### config.mk
export PLATFORM = sky130hd
export DESIGN_NAME = seletor_interface_mostrador
export DESIGN_NICKNAME = d
export VERILOG_FILES = /design/src/rtl/seletor_interface_mostrador.sv
export SDC_FILE = /design/constraint.sdc
export NUM_CORES = 1
export LEC_CHECK = 0
export CAP_MARGIN = 40
export CELL_PAD_IN_SITES_DETAIL_PLACEMENT = 1
export CELL_PAD_IN_SITES_GLOBAL_PLACEMENT = 1
export CORE_ASPECT_RATIO = 0.9
export CORE_MARGIN = 2
export CORE_UTILIZATION = 29
export DETAILED_ROUTE_END_ITERATION = 8
export GPL_TIMING_DRIVEN = 0
export PLACE_DENSITY = 0.76
export SYNTH_ARGS = -nofsm -noshare
export SYNTH_HDL_FRONTEND = slang
export SYNTH_SLANG_ARGS = --single-unit
### constraint.sdc
create_clock -name clock -period 5.96 [get_ports clock]
set_clock_uncertainty 0.2 [all_clocks]
set_input_delay 1.192 -clock clock [delete_from_list [all_inputs] [get_ports clock]]
set_output_delay 1.192 -clock clock [all_outputs]
set_load 0.005 [all_outputs]
### src/rtl/seletor_interface_mostrador.sv
// Registered display selector: picks one of N_CANAIS request channels by mode
// (priority, round-robin, auto-scan, freeze) and holds each pick >= MIN_PERM cycles.
module seletor_interface_mostrador #(
  parameter  int N_CANAIS = 4,
  parameter  int LARGURA  = 8,
  parameter  int MIN_PERM = 4,
  localparam int W_SEL    = $clog2(N_CANAIS)
) (
  input  logic                        clock,
  input  logic                        reset,
  input  logic [1:0]                  modo,
  input  logic [N_CANAIS-1:0]         pedido,
  input  logic [N_CANAIS*LARGURA-1:0] dados,
  output logic [W_SEL-1:0]            sel_mostrador,
  output logic [LARGURA-1:0]          dado_mostrador,
  output logic                        valido,
  output logic                        troca
);
  localparam int CW = $clog2(MIN_PERM + 1);

  typedef enum logic {OCIOSO, EXIBINDO} estado_t;

  estado_t                          estado, prox_estado;
  logic [CW-1:0]                    cnt;
  logic [N_CANAIS-1:0][LARGURA-1:0] canal;
  logic [W_SEL-1:0]                 prio_idx, rr_idx, inc_idx, prox_sel;
  logic                             rr_found, carrega, decide;

  assign canal = dados;

  always_comb begin
    prio_idx = '0;
    for (int k = N_CANAIS - 1; k >= 0; k--)
      if (pedido[k]) prio_idx = W_SEL'(k);
  end

  // Search sel+1 .. sel+N-1 with explicit wrap, so non-power-of-2 N is safe.
  always_comb begin
    int j;
    rr_found = 1'b0;
    rr_idx   = sel_mostrador;
    for (int k = 1; k < N_CANAIS; k++) begin
      j = int'(sel_mostrador) + k;
      if (j >= N_CANAIS) j = j - N_CANAIS;
      if (!rr_found && pedido[j]) begin
        rr_found = 1'b1;
        rr_idx   = W_SEL'(j);
      end
    end
  end

  assign inc_idx = (sel_mostrador == W_SEL'(N_CANAIS - 1)) ? '0 : sel_mostrador + W_SEL'(1);
  assign decide  = (estado == OCIOSO) || (cnt == CW'(MIN_PERM));

  always_comb begin
    prox_estado = estado;
    prox_sel    = sel_mostrador;
    carrega     = 1'b0;
    if (decide) begin
      if (estado == OCIOSO) begin
        case (modo)
          2'b00: if (|pedido) begin carrega = 1'b1; prox_sel = prio_idx; end
          2'b01: if (|pedido) begin carrega = 1'b1; prox_sel = rr_found ? rr_idx : sel_mostrador; end
          2'b10: begin carrega = 1'b1; prox_sel = inc_idx; end
          default: ;
        endcase
      end else begin
        case (modo)
          2'b00:
            if (!(|pedido))                     prox_estado = OCIOSO;
            else if (prio_idx != sel_mostrador) begin carrega = 1'b1; prox_sel = prio_idx; end
          2'b01:
            if (rr_found)                       begin carrega = 1'b1; prox_sel = rr_idx; end
            else if (!pedido[sel_mostrador])    prox_estado = OCIOSO;
          2'b10: begin carrega = 1'b1; prox_sel = inc_idx; end
          default: ;
        endcase
      end
    end
    if (carrega) prox_estado = EXIBINDO;
  end

  always_ff @(posedge clock) begin
    if (reset) begin
      estado         <= OCIOSO;
      sel_mostrador  <= '0;
      dado_mostrador <= '0;
      valido         <= 1'b0;
      troca          <= 1'b0;
      cnt            <= '0;
    end else begin
      estado         <= prox_estado;
      sel_mostrador  <= prox_sel;
      troca          <= carrega;
      valido         <= (prox_estado == EXIBINDO);
      dado_mostrador <= (prox_estado == EXIBINDO) ? canal[prox_sel] : '0;
      // A "stay" keeps cnt saturated, so the next decision is immediate.
      if (carrega)
        cnt <= CW'(1);
      else if (estado == EXIBINDO && cnt != CW'(MIN_PERM))
        cnt <= cnt + CW'(1);
    end
  end
endmodule

==> impl_metrics.yaml <==
setup_path:
  required_ns: 5.87
  slowest_delay_ns: 0.68
  critPathMaxFanout: 10
  r2r-start: "cnt[0]"
  cp_top_family: "buffers and inverters"
  criticalPathCategory: "in2reg"
  crit_path_end_kind: "flop"
  path_cells: "clkdlybuf4s50_1 > nand2b_4 > or3_1 > or3_4 > o211ai_4 > buf_12 > mux2i_1 > o22ai_1"
  arrival_ns: 3.53
  critPathLaunchType: "input pin"
  rrSetupSlack_ns: 3.21
  worstReg2RegEnd: "dado_mostrador[1]"
  crit_path_top_delay_cell: "clkdlybuf4s50_1"
  r2r_cells: 9
  path_buf_inv: 2
synth:
  ys_ff_latch: 15
  seq_area_frac_synth_pct: 23.30
  synth-edff-count: 0
  yosysUniqueCellTypes: 54
  async_flop_share_pct: 0
  synthCells: 145
  yosysWarnings: 0
  synth_area_per_cell_sq_um: 8.888
  synth_fp_nets: 188
  dominantRegCellSynth: "dfxtp_1"
  synth_area_sq_mm: 0.001289
routing:
  drtAntennaViolNets: 0
  wl_per_cell_um: 16.13
  drt-initial-drc-count: 28
  routed_wl_mm: 4.178
  vias: 1385
  vias_per_cell: 5.347
  drc: 0
  dr.pass1.iters: 4
clock_network:
  cts-resized-gates: 0
  numCtsBuffers: 3
  tritoncts: "done"
  cts_max_path_buffers: 2
  post-cts-setup-buffers: 0
  clock_latency_ns: 0.24
  cts.htree.levels: 1
  clk_pin_slew_worst_paths_ns: 0.06
  clock-sinks: 15
  ctsHoldBuffers: 0
  cts_root_buf: "clkbuf_8"
pwr:
  leakage_nw: 0.7295
  powerDensity_mw_per_mm2: 262.6
  power_mw: 0.5015
  vdd_drop_max_mv: 0.1558
place:
  io_buffers: 50
  place_ws_ns: 2.109
  place_area_sq_mm: 0.001864
  hpwl_mm: 3.404
  routabilityCongestion: 0.8178
layout:
  final_common_cell: "clkdlybuf4s50_1"
  nets: 243
  area_growth_pct: 48.16
  design_area_sq_mm: 0.001909
  antenna_cells: 0
  regArea_sq_um: 300.3
  nFillCells: 522
  drive_gt1_share_pct: 14.57
  multiInputGateArea_sq_um: 890.9
  layout_common_cells: "clkdlybuf4s50_1, mux2i_1, dfxtp_1, nor2_1, o22ai_1"
sta:
  finalSetupTns_ns: 0
  fin_crit_ns: 3.612
  slew_headroom_pct: 69.27
  grt_setup_unrepaired: "no"
  finalMaxSlewViolations: 0
  worst_slack_ns: 2.348
  hold_violations: 0
  fin_crit_sh_pct: 60.61
  setup_viol: 0
  worst_slew_pin_slew_ns: 0.4574
  fmax_mhz: 276.8
die:
  rows: 22
  die_w_um: 74.27
  io_pins: 52
  start_util_pct: 30.80
  fp.dieH_um: 67.24
  core_sq_mm: 0.004184
  die_area_sq_mm: 0.004994
global_routing:
  grt_pass1_vias: 1465
  grt_usage_pct: 17.86
  grt_max_degree: 11
  antenna_found_initial: 0
  gr-total-overflow: 0
  grt_pass1_wl_mm: 6.941
run_status:
  status: "complete, no violations"
hold_path:
  hold_depth: 1
  min_to: "cnt[0]"
  hp-class: "reg2reg"
  holdCritStartpoint: "cnt[0]"
job:
  maxCapViolCount: 0
-- metrics by stage --
stage | cells | utilization (%) | hold slack [ns]
2_1_floorplan | 145 | - | 0.2619
5_1_grt | 259 | 45.63 | 0.3800
3_3_place_gp | 255 | 44.56 | 0.2955
4_1_cts | 259 | 45.63 | 0.3415
6_report | 259 | 45.63 | 0.3340
3_5_place_dp | 255 | 44.56 | 0.3265
-- cell type report --
type,instances,area share [%]
multi-input combinational,116,46.66
timing repair buffer,50,26.21
sequential,15,15.73
buffer,10,4.325
tap,60,3.932
clock buffer,4,2.359
inverter,4,0.7864
-- state kept, by name, summed over array words and instances, names as in the netlist --
name	flops
troca	1
cnt	3
dado_mostrador	8
estado	1
sel_mostrador	2
-- worst max-delay path by stage --
stage	start	endpoint	cells past startpoint	slack, ns
after global routing	pedido[3]	dado_mostrador[6]	8	2.16
after detailed placement	modo[0]	dado_mostrador[1]	8	2.11
after CTS	modo[0]	dado_mostrador[1]	8	2.36
after floorplan	modo[1]	dado_mostrador[0]	8	2.79
after global placement	pedido[3]	dado_mostrador[6]	8	2.13
final	modo[0]	dado_mostrador[1]	8	2.35
-- cells in the mapped netlist (2+ instances only) --
cell | number | area (sq um)
ha_1 | 3 | 37.54
buf_2 | 6 | 30.03
nor2_1 | 11 | 41.29
o21ai_0 | 5 | 25.02
mux2_2 | 2 | 22.52
a211oi_1 | 4 | 30.03
mux2i_1 | 20 | 200.2
nand2_1 | 6 | 22.52
a21oi_1 | 4 | 20.02
o22ai_1 | 9 | 56.30
dfxtp_1 | 15 | 300.3
nand2b_1 | 2 | 12.51
or3_1 | 4 | 25.02
nor3_1 | 6 | 30.03
inv_1 | 4 | 15.01
or2_2 | 3 | 18.77
o31a_1 | 2 | 17.52
nor2b_1 | 2 | 12.51
or4_1 | 2 | 15.01
-- worst reg2reg max path, delay by kind of cell (launching register included) --
| family | cells | cell delay, ns |
|---|---|---|
| AND/OR/NAND/NOR | 2 | 0.73 |
| flip-flops | 1 | 0.34 |
| multiplexers | 1 | 0.22 |
| buffers and inverters | 2 | 0.27 |
| AO/OA/AOI/OAI | 3 | 0.61 |
| adder cells (fa/ha/maj) | 1 | 0.25 |
-- per-layer routing --
metal | up-vias | GRT usage [%] | wire [um]
met5 | - | 0 | 0
met4 | 0 | 3.348 | 33
met3 | 4 | 2.687 | 128
met2 | 28 | 30.36 | 2097
met1 | 691 | 24.22 | 1918
li1 | 662 | - | -
-- where the power goes --
part / internal (mW) / total, mW / switching, mW
Clock: 0.0473 / 0.0818 / 0.0345
Combinational: 0.154 / 0.283 / 0.129
Sequential: 0.124 / 0.137 / 0.0124
-- logic make-up after synthesis --
logic type	after synthesis	share of synthesized area, %
buf+inv	14	7.573
fa+ha+maj	3	2.913
flops	15	23.30
xor+xnor	1	0.6797
mux	23	19.03
compound gates	43	26.12
simple gates	46	20.39
Power figures use the tool's default switching activity.
